$ cat src/rtl/uart_tx_gen2_if.sv
// Byte-stream handshake into the UART transmitter: producer drives data/valid, transmitter drives ready.
interface uart_tx_gen2_if #(
  parameter int unsigned DATA_WIDTH = 8
);
  logic [DATA_WIDTH-1:0] s_data;
  logic                  s_valid;
  logic                  s_ready;

  modport master (output s_data, output s_valid, input s_ready);
  modport slave  (input s_data, input s_valid, output s_ready);
endinterface

$ cat src/rtl/uart_tx_gen2.sv
// UART transmitter: start bit, LSB-first data, optional even/odd parity, one or two stop bits.
// Frame settings and baud divisor are captured with the word, so a frame is immune to input changes.
module uart_tx_gen2 #(
  parameter int unsigned DATA_WIDTH = 8,
  parameter int unsigned DIV_WIDTH  = 8
) (
  input  logic                 clk,
  input  logic                 rst,
  uart_tx_gen2_if.slave        s,
  input  logic                 par_en,
  input  logic                 par_typ,
  input  logic                 stop2,
  input  logic [DIV_WIDTH-1:0] baud_div,
  output logic                 tx_out,
  output logic                 busy
);

  localparam int unsigned IDX_W = (DATA_WIDTH > 1) ? $clog2(DATA_WIDTH) : 1;
  localparam logic [IDX_W-1:0] LAST_IDX = IDX_W'(DATA_WIDTH - 1);

  typedef enum logic [2:0] {
    IDLE   = 3'd0,
    START  = 3'd1,
    DATA   = 3'd2,
    PARITY = 3'd3,
    STOP1  = 3'd4,
    STOP2  = 3'd5
  } state_t;

  state_t                  state;
  logic [DATA_WIDTH-1:0]   data_q;
  logic                    par_en_q;
  logic                    par_typ_q;
  logic                    stop2_q;
  logic [DIV_WIDTH-1:0]    div_q;
  logic [DIV_WIDTH-1:0]    cnt;
  logic [IDX_W-1:0]        idx;
  logic                    tx_q;
  logic                    busy_q;

  logic                    bit_end_c;
  logic [IDX_W-1:0]        idx_nxt_c;

  // Current bit has lasted div_q+1 cycles when the counter reaches the divisor.
  assign bit_end_c = (cnt == div_q);
  assign idx_nxt_c = idx + IDX_W'(1);

  assign s.s_ready = (state == IDLE);
  assign tx_out    = tx_q;
  assign busy      = busy_q;

  always_ff @(posedge clk) begin
    if (rst) begin
      state     <= IDLE;
      data_q    <= '0;
      par_en_q  <= 1'b0;
      par_typ_q <= 1'b0;
      stop2_q   <= 1'b0;
      div_q     <= '0;
      cnt       <= '0;
      idx       <= '0;
      tx_q      <= 1'b1;
      busy_q    <= 1'b0;
    end else begin
      case (state)
        IDLE: begin
          tx_q   <= 1'b1;
          busy_q <= 1'b0;
          if (s.s_valid) begin
            data_q    <= s.s_data;
            par_en_q  <= par_en;
            par_typ_q <= par_typ;
            stop2_q   <= stop2;
            div_q     <= baud_div;
            cnt       <= '0;
            idx       <= '0;
            state     <= START;
            tx_q      <= 1'b0;
            busy_q    <= 1'b1;
          end
        end

        START: begin
          if (bit_end_c) begin
            cnt   <= '0;
            idx   <= '0;
            state <= DATA;
            tx_q  <= data_q[0];
          end else begin
            cnt <= cnt + DIV_WIDTH'(1);
          end
        end

        DATA: begin
          if (bit_end_c) begin
            cnt <= '0;
            if (idx == LAST_IDX) begin
              if (par_en_q) begin
                state <= PARITY;
                tx_q  <= (^data_q) ^ par_typ_q;
              end else begin
                state <= STOP1;
                tx_q  <= 1'b1;
              end
            end else begin
              idx  <= idx_nxt_c;
              tx_q <= data_q[idx_nxt_c];
            end
          end else begin
            cnt <= cnt + DIV_WIDTH'(1);
          end
        end

        PARITY: begin
          if (bit_end_c) begin
            cnt   <= '0;
            state <= STOP1;
            tx_q  <= 1'b1;
          end else begin
            cnt <= cnt + DIV_WIDTH'(1);
          end
        end

        STOP1: begin
          if (bit_end_c) begin
            cnt <= '0;
            if (stop2_q) begin
              state <= STOP2;
            end else begin
              state  <= IDLE;
              busy_q <= 1'b0;
            end
          end else begin
            cnt <= cnt + DIV_WIDTH'(1);
          end
        end

        STOP2: begin
          if (bit_end_c) begin
            cnt    <= '0;
            state  <= IDLE;
            busy_q <= 1'b0;
          end else begin
            cnt <= cnt + DIV_WIDTH'(1);
          end
        end

        default: begin
          state  <= IDLE;
          cnt    <= '0;
          tx_q   <= 1'b1;
          busy_q <= 1'b0;
        end
      endcase
    end
  end

endmodule

$ cat src/flat_wrapper.sv
// flat-port wrapper written by rule: the top's interface ports become plain ports
module uart_tx_gen2_flat 
#(
  parameter int unsigned DATA_WIDTH = 8,
  parameter int unsigned DIV_WIDTH  = 8
)
  (clk, rst, par_en, par_typ, stop2, baud_div, tx_out, busy, s_s_data, s_s_valid, s_s_ready);
  uart_tx_gen2_if #(.DATA_WIDTH(DATA_WIDTH)) s_i ();
  input  logic clk;
  input  logic rst;
  input  logic par_en;
  input  logic par_typ;
  input  logic stop2;
  input  logic [DIV_WIDTH-1:0] baud_div;
  output logic tx_out;
  output logic busy;
  input wire logic [$bits(s_i.s_data)-1:0] s_s_data;
  input wire logic [$bits(s_i.s_valid)-1:0] s_s_valid;
  output wire logic [$bits(s_i.s_ready)-1:0] s_s_ready;
  assign s_i.s_data = s_s_data;
  assign s_i.s_valid = s_s_valid;
  assign s_s_ready = s_i.s_ready;
  uart_tx_gen2 #(.DATA_WIDTH(DATA_WIDTH), .DIV_WIDTH(DIV_WIDTH)) u_core (.clk(clk), .rst(rst), .s(s_i), .par_en(par_en), .par_typ(par_typ), .stop2(stop2), .baud_div(baud_div), .tx_out(tx_out), .busy(busy));
endmodule
$ cat config.mk
export PLATFORM = sky130hd
export DESIGN_NAME = uart_tx_gen2_flat
export DESIGN_NICKNAME = d
export VERILOG_FILES = /design/src/rtl/uart_tx_gen2_if.sv /design/src/rtl/uart_tx_gen2.sv /design/src/flat_wrapper.sv
export SDC_FILE = /design/constraint.sdc
export NUM_CORES = 1
export LEC_CHECK = 0
export BUFFER_PORTS_ARGS = -buffer_cell sky130_fd_sc_hd__buf_4
export CORE_AREA = 4 4 45 87
export CTS_CLUSTER_SIZE = 16
export DETAILED_ROUTE_END_ITERATION = 10
export DIE_AREA = 0 0 49 91
export GPL_ROUTABILITY_DRIVEN = 0
export GPL_TIMING_DRIVEN = 0
export PLACE_DENSITY = 0.75
export SYNTH_ARGS = -nofsm -noshare
export SYNTH_HDL_FRONTEND = slang
export SYNTH_SLANG_ARGS = --single-unit
export TNS_END_PERCENT = 50
$ cat constraint.sdc
create_clock -name clk -period 2.5 [get_ports clk]
set_clock_uncertainty 0.15 [all_clocks]
set_input_delay 0.5 -clock clk [delete_from_list [all_inputs] [get_ports clk]]
set_output_delay 0.5 -clock clk [all_outputs]
set_load 0.05 [all_outputs]
==> results of run 1 <==
==> per-layer routing <==
metal / part of all wire / wire (um) / up-vias
met5: 0 / 0 / -
met4: 0.039 / 151 / 0
met3: 0.038 / 148 / 10
met2: 0.56 / 2180 / 43
met1: 0.37 / 1430 / 727
li1: - / - / 794
==> worst max-delay path: cells and delay by family (launching register included) <==
family,cells,cell delay [ns]
AO/OA/AOI/OAI,2,0.44
XOR/XNOR,1,0.19
flip-flops,1,0.35
AND/OR/NAND/NOR,2,1.00
==> sequential cells by signal (all words and copies together), names as in the netlist <==
name,cells
u_core.cnt,8
u_core.data_q,8
u_core.div_q,8
u_core.idx,3
u_core.state,3
u_core.busy,1
u_core.par_en_q,1
u_core.par_typ_q,1
u_core.stop2_q,1
u_core.tx_out,1
==> kinds of logic after synthesis <==
kind of cell    after synthesis  share of synthesized area
flops                        35                      0.398
buf+inv                      15                     0.0320
mux                           3                     0.0320
compound gates               49                      0.166
fa+ha+maj                     3                     0.0213
simple gates                 86                      0.234
xor+xnor                     22                      0.117
==> power breakdown <==
| part | internal [mW] | switching, mW | total [mW] |
|---|---|---|---|
| Clock | 0.251 | 0.196 | 0.447 |
| Sequential | 0.652 | 0.0971 | 0.749 |
| Combinational | 0.357 | 0.514 | 0.871 |
==> path summary, 6_finish.rpt <==
path / startpoint / endpoint / slack, ns / cells past startpoint
max: u_core.cnt[5] / u_core.idx[2] / 0.30 / 5
min: baud_div[3] / u_core.div_q[3] / 0.31 / 3
max reg2reg: u_core.cnt[5] / u_core.idx[2] / 0.30 / 5
min reg2reg: u_core.div_q[5] / u_core.div_q[5] / 0.32 / 2
==> synth_stat cells, types with 2 or more instances <==
cell,instances,area share
nor3_1,2,0.0057
dfxtp_1,35,0.40
a311o_1,2,0.011
xnor2_1,10,0.050
o21ai_0,5,0.014
or4_1,2,0.0085
xor2_1,11,0.055
nor2_1,15,0.032
mux4_2,2,0.026
nand2b_1,3,0.011
a21oi_1,29,0.082
clkbuf_1,12,0.026
nor4_4,2,0.024
or4b_1,2,0.011
nand2_1,48,0.10
ha_1,3,0.021
nand4_1,3,0.011
inv_1,3,0.0064
nand3_1,5,0.014
==> through the flow <==
stage	setup WS (ns)	cells
after floorplan	0.250	213
after global placement	0.344	268
after detailed placement	0.328	268
after CTS	0.315	276
after global routing	0.192	276
final	0.302	276
==> layout make-up <==
type | count | area (um^2) | area share
multi-input cells | 163 | 1010 | 0.484
flip-flops and latches | 35 | 701 | 0.336
repair buffers | 24 | 180 | 0.0864
clock buffers | 8 | 100 | 0.0480
plain buffers | 12 | 45.0 | 0.0216
well taps | 31 | 38.8 | 0.0186
inverters | 3 | 11.3 | 0.00540
==> impl.org, run 1 <==
** Status
- The flow ran to the end, and the final reports show no timing, DRC or antenna violations.

** Flow run
- The tool flagged a number of max-cap violations equal to 0.

** Setup path
- Crit path required time :: 2.57 ns
- Slowest stage delay, CP :: around 0.56 ns
- Worst path cell trace :: xor2_1, nor4_4, a32oi_1, or4b_1, a21oi_1
- Critical path launch point type :: flip-flop
- The slowest stage of the critical path belongs to the cell or4b_1.
- Worst path arrival time :: 2.27 ns
- The critical path is of the reg -> reg type.
- STA classifies the critical path endpoint as a flip-flop.
- Along the worst path, the maximum fanout reaches 6.

** Synthesis
- In this run, synthesis inferred 0 flip-flops with an integrated enable.
- Post-synthesis async set-or-reset flop share :: 0
- Flip-flop and latch count after synthesis :: 35
- The synthesized netlist contains 38 unique library cells.
- Gate count of the mapped netlist :: around 210
- Of the synthesized area, sequential elements account for 0.398.
- Mean Syn Cell Area :: 8.27 um^2
- After synthesis the cells add up to about 1800 um^2.
- Most common flop cell mapped by yosys :: dfxtp_1
- Number of warnings reported in the yosys synthesis log :: 0
- Synthesized net count :: 238

** Cells and area
- 0 antenna diodes ended up in the layout.
- Most frequent cells in the layout :: 48 x nand2_1, 35 x dfxtp_1, 29 x a21oi_1
- Commonest non-fill, non-tap cell in the layout :: nand2_1
- In the final design database the tool counted 269 nets.
- Of the cells placed in the final design, the portion with a size suffix greater than 1 is 0.151.
- Relative to the synthesized area, the layout overhead comes to 18.4%.
- Share of the core filled with cells :: 0.653
- The filler cells instantiated in the layout total about 300.
- Final cell area excluding filler cells :: 2090 um^2

** Global routing
- The via count of the first global-routing pass was 1597.
- The layer flagged by global routing as most heavily used is met2.
- GR Util met3 :: 0.0361
- Total gr overflow :: 0
- Met2 demand-to-capacity share in global routing :: 0.350
- The number of antenna violations at the first check in global routing is 0.
- Entering global routing, the biggest net connects 11 pins.
- In the global route stage, overall resource usage came out at 0.193.
- First-pass GRT wire length :: 6870 um
- Met1 global-route usage :: 0.189

** Placement
- Count of port buffers added during placement :: 24
- Post-DP Area :: 1990 um^2
- Summed over all nets, the half-perimeter wirelength after detailed placement is 3020 um.

** Clocking
- CTS tree :: yes
- The root buffer cell chosen for the clock tree is clkbuf_8.
- Once the clock tree was built, the setup fixing pass inserted 0 buffers.
- TritonCTS buffer count :: 5
- After clock tree synthesis, the flow added hold-fix buffers numbering 0.
- CTS clock-pin slew for the worst setup and hold paths :: 0.07 ns
- Sink Count :: 35
- After clock tree synthesis, the repair step resized 0 gates.
- The H-tree was split into 2 levels.
- Maximum count of clock buffers along a single path :: 2
- At the later pin of the worst-skew pair, clock insertion delay measures 0.28 ns.

** Timing
- Post-route clock period utilization :: 0.879
- Hold Worst Slack :: 0.309 ns
- Number of hold-slack violations in the final timing report :: 0
- Measured against its own limit, the worst slew margin works out to 0.617.
- Total of endpoints with negative setup slack in the final report :: 0
- The smallest clock period supported by the final layout is computed as 2.20 ns.
- At the pin with the least slew margin, the transition time is 0.574 ns.
- The final number of max-transition violations came to 0.
- After routing, the total negative slack on setup checks comes to 0 ns.
- Setup repair after global routing left no endpoint under its margin.
- Static timing analysis puts the maximum clock frequency at between 400 and 500 MHz.

** Floorplanning
- The floorplan step defined a die boundary enclosing 4460 um^2.
- Initial Utilization :: 0.552
- During I/O placement, the number of pins put on the boundary was 25.
- The die is slightly above 90 um tall.
- The initialized floorplan defines 29 standard-cell rows.
- The floorplan step set the die width to 49 um.
- Core box area :: 3190 um^2

** Drt
- The first detailed-routing pass ran for 4 iterations.
- In the routed design, unresolved DRC markers number 0.
- Count of nets left with antenna violations after detail routing :: 0
- Number of violations reported at the end of detailed-routing iteration 0 :: 28
- Wire length per cell after detailed routing :: 14.1 um
- Vias per std cell :: 5.70
- Detailed routing inserted a total of 1574 vias.
- Total detailed-routing wirelength :: ~3900 um

** Power and ir drop
- The analysis attributes to cell leakage a power of about 0.83 nW.
- Power density normalized to cell area :: 991 nW/um^2
- VDD IR-drop max :: around 0.62 mV
- Final Power :: 2.07 mW

** Hold path
- Classification of the worst-slack hold path :: in -> reg
No activity file was read; power rests on OpenSTA's default activity.
==> inputs of run 2 (changes only) <==
- BUFFER_PORTS_ARGS: -buffer_cell sky130_fd_sc_hd__buf_4 -> unset
- CORE_AREA: 4 4 45 87 -> 4 4 44 84
- DIE_AREA: 0 0 49 91 -> 0 0 48 88
- DONT_BUFFER_PORTS: unset -> 1
- PLACE_DENSITY: 0.75 -> 0.73
==> run 2 against run 1 <==
  * Critical path type unchanged
  * First-iteration DRC count rose by 82%
  * Global-route usage rose by 2.9 points
  * Critical path depth did not move
==> impl.org, run 2 (synthesis gave the netlist of run 1 again) <==
** Status
- The flow ran to the end, and the final reports show no timing, DRC or antenna violations.

** Global routing
- The via count of the first global-routing pass is 1525.
- The number of antenna violations at the first check in global routing is 0.
- Entering global routing, the biggest net connects 11 pins.
- Total gr overflow :: 0
- First-pass GRT wire length :: about 6700 um
- For this run, the total global-route usage over all layers was measured as 0.222.

** Timing
- Pins over their slew limit :: 0
- Of the available clock period, the critical path in the final layout requires 0.908.
- The worst pin sits at a relative slew slack of 0.571.
- Hold Worst Slack :: 0.189 ns
- RSZ-0062 raised after global routing :: no
- Total of endpoints with negative setup slack in the final report :: 0
- After layout, the minimum clock period comes to 2.27 ns.
- At the pin with the least slew margin, the transition time is 0.642 ns.
- Based on the critical path, the design can be clocked at up to 441 MHz.
- The number of endpoints with negative hold slack in the final report was 0.

** Setup path
- The largest single stage delay on the critical path is 0.59 ns.
- For flop-to-flop paths, the worst setup slack is 0.23 ns.
- Worst path cell trace :: nor3_4, and2_1, clkbuf_1, nand2_1, a21oi_1
- The slowest stage of the critical path is the nor3_4 cell.
- The critical path starts at u_core.state[0].
- On the critical path the largest part of the delay comes from simple AND/OR/NAND/NOR gates.
- Source of the worst register-to-register timing path :: u_core.state[0]
- At the worst endpoint, the required time is 2.56 ns.
- The worst setup path is of the reg -> reg kind.
- For the worst setup path, the data arrival time is 2.33 ns.
- In this run the worst path has a maximum fanout of 10.
- Together, buffers and inverters on the worst path number 1.
- The worst setup path is captured at a flip-flop.
- STA classifies the critical path startpoint as a flip-flop.

** Floorplanning
- Measured along the x axis, the die boundary spans 48 um.
- In this run the vertical extent of the chip is 88 um.
- Die ar. :: 4220 um^2
- Core box area :: 3010 um^2
- The initial utilization of the core area, before any placement, comes to 0.585.
- 25 I/O pins were placed.
- The floorplan has 28 rows.

** Hold path
- Hold Crit Start :: s_s_data[1]
- Classification of the worst-slack hold path :: in -> reg

** Drt
- Using the TritonRoute via totals, the vias-per-cell ratio works out to 5.93.
- Count of nets left with antenna violations after detail routing :: 0
- For this block, the via count after detailed routing is 1483.
- Number of detailed-route iterations in the first pass :: 4
- # DRC :: 0
- Number of violations reported at the end of detailed-routing iteration 0 :: 51
- Dividing the detail-routed wire length by the instance count gives 15.8 um.
- Total detailed-routing wirelength :: 3950 um

** Cells and area
- Fill cell count :: 279
- In the final design database the tool counted 244 nets.
- Multi-input combinational cell area :: just over 1000 um^2
- In the final layout, the registers with the most flip-flops are u_core.cnt: 8 flops, u_core.data_q: 8 flops, u_core.div_q: 8 flops.
- In the final layout, the share of cells above drive strength 1 is 0.0545.
- Relative to the synthesized area, the layout overhead comes to 7.17%.
- The repair_antennas step left the layout with diodes totalling 0.
- Commonest non-fill, non-tap cell in the layout :: nand2_1
- Final cell area excluding filler cells :: ~1900 um^2
- In the layout the commonest cells are 48 x nand2_1, 35 x dfxtp_1, 29 x a21oi_1.
- In the final layout, flip-flops and latches occupy 701 um^2.
- For this run, the number of standard cells in the final layout without fillers is 250.

** Flow run
- The tool flagged a number of max-cap violations equal to 0.

** Placement
- Once placement finished, the instance area stood at 1800 um^2.
- During placement, the flow inserted port buffers numbering 0.
- After legalization and detailed placement, the total HPWL measured 2980 um.
- In this run, placement finished with an instance count of 243.

** Power and ir drop
- In this run the power density over the cells is 1040 nW/um^2.
- Portion of total power attributed to combinational logic :: 0.399
- Switch share :: 0.410
- Internal :: between 1 and 1.5 mW
- The analysis attributes to cell leakage a power of 0.711 nW.
- For this design the total switching power over the nets is 809 uW.
- Part of the power in the clock network :: 0.199
- Portion of total power attributed to sequential cells :: 0.402
- VDD sags by at most 0.622 mV.

** Clocking
- Depth of the CTS H-tree :: 2
- After clock tree synthesis, the setup repair step added 0 buffers.
- Maximum count of clock buffers along a single path :: 2
- TritonCTS buffer count :: 5
- In this run the clock root is driven by a clkbuf_8.
- Sink Count :: 35
- CTS tree :: yes
- Clock insertion delay at the later pin of the skew report :: just under 0.3 ns
- CTS clock-pin slew for the worst setup and hold paths :: 0.07 ns
- Post-cts hold buffer count :: 0
-- run 2: path summary, 6_finish.rpt --
kind	endpoint	depth (start not counted)
worst max-delay path	u_core.div_q[6]	5
worst min-delay path	u_core.data_q[1]	2
worst max register to register	u_core.div_q[6]	5
worst min register to register	u_core.div_q[0]	2
-- run 2: cell type report --
| cell class | instances | area share |
|---|---|---|
| Buffer | 11 | 0.0219 |
| Clock buffer | 7 | 0.0404 |
| Clock inverter | 1 | 0.00265 |
| Inverter | 3 | 0.00596 |
| Multi-Input combinational cell | 163 | 0.538 |
| Sequential cell | 35 | 0.371 |
| Tap cell | 30 | 0.0199 |
-- run 2: layer usage --
metal  up-vias  share of wire  track usage
met4         0          0.024       0.0980
met1       680           0.35        0.232
li1        750              -            -
met3         9          0.062       0.0638
met2        44           0.56        0.385
met5         -              0            0
-- run 2: power by group through the flow --
stage	combinational (mW)	clock [mW]	sequential, mW
floorplan	0.647	0	0.772
finish	0.788	0.392	0.793
global placement	0.756	0	0.796
detailed placement	0.777	0	0.801
global route	0.872	0.425	0.808
CTS	0.791	0.398	0.792
-- run 2: worst reg2reg max path, cell delays in order (launching register included) --
cell and delay, ns:
dfxtp_1 0.38, nor3_4 0.59, and2_1 0.46, clkbuf_1 0.37
nand2_1 0.11, a21oi_1 0.13
-- run 2: timing repair --
item,4_1_cts,5_1_grt
gates resized for setup,1,0
setup endpoints to repair,10,10
endpoints found under the hold margin,0,0
pin swaps,0,1
-- run 2: through the flow --
| stage | total power, mW | utilization | setup slack, ns | setup TNS [ns] |
|---|---|---|---|---|
| floorplan | 1.42 | - | 0.250 | 0 |
| global placement | 1.55 | 0.599 | -0.0809 | -0.735 |
| detailed placement | 1.58 | 0.599 | -0.156 | -1.28 |
| CTS | 1.98 | 0.628 | 0.0891 | 0 |
| global route | 2.10 | 0.627 | 0.0244 | 0 |
| finish | 1.97 | 0.627 | 0.231 | 0 |
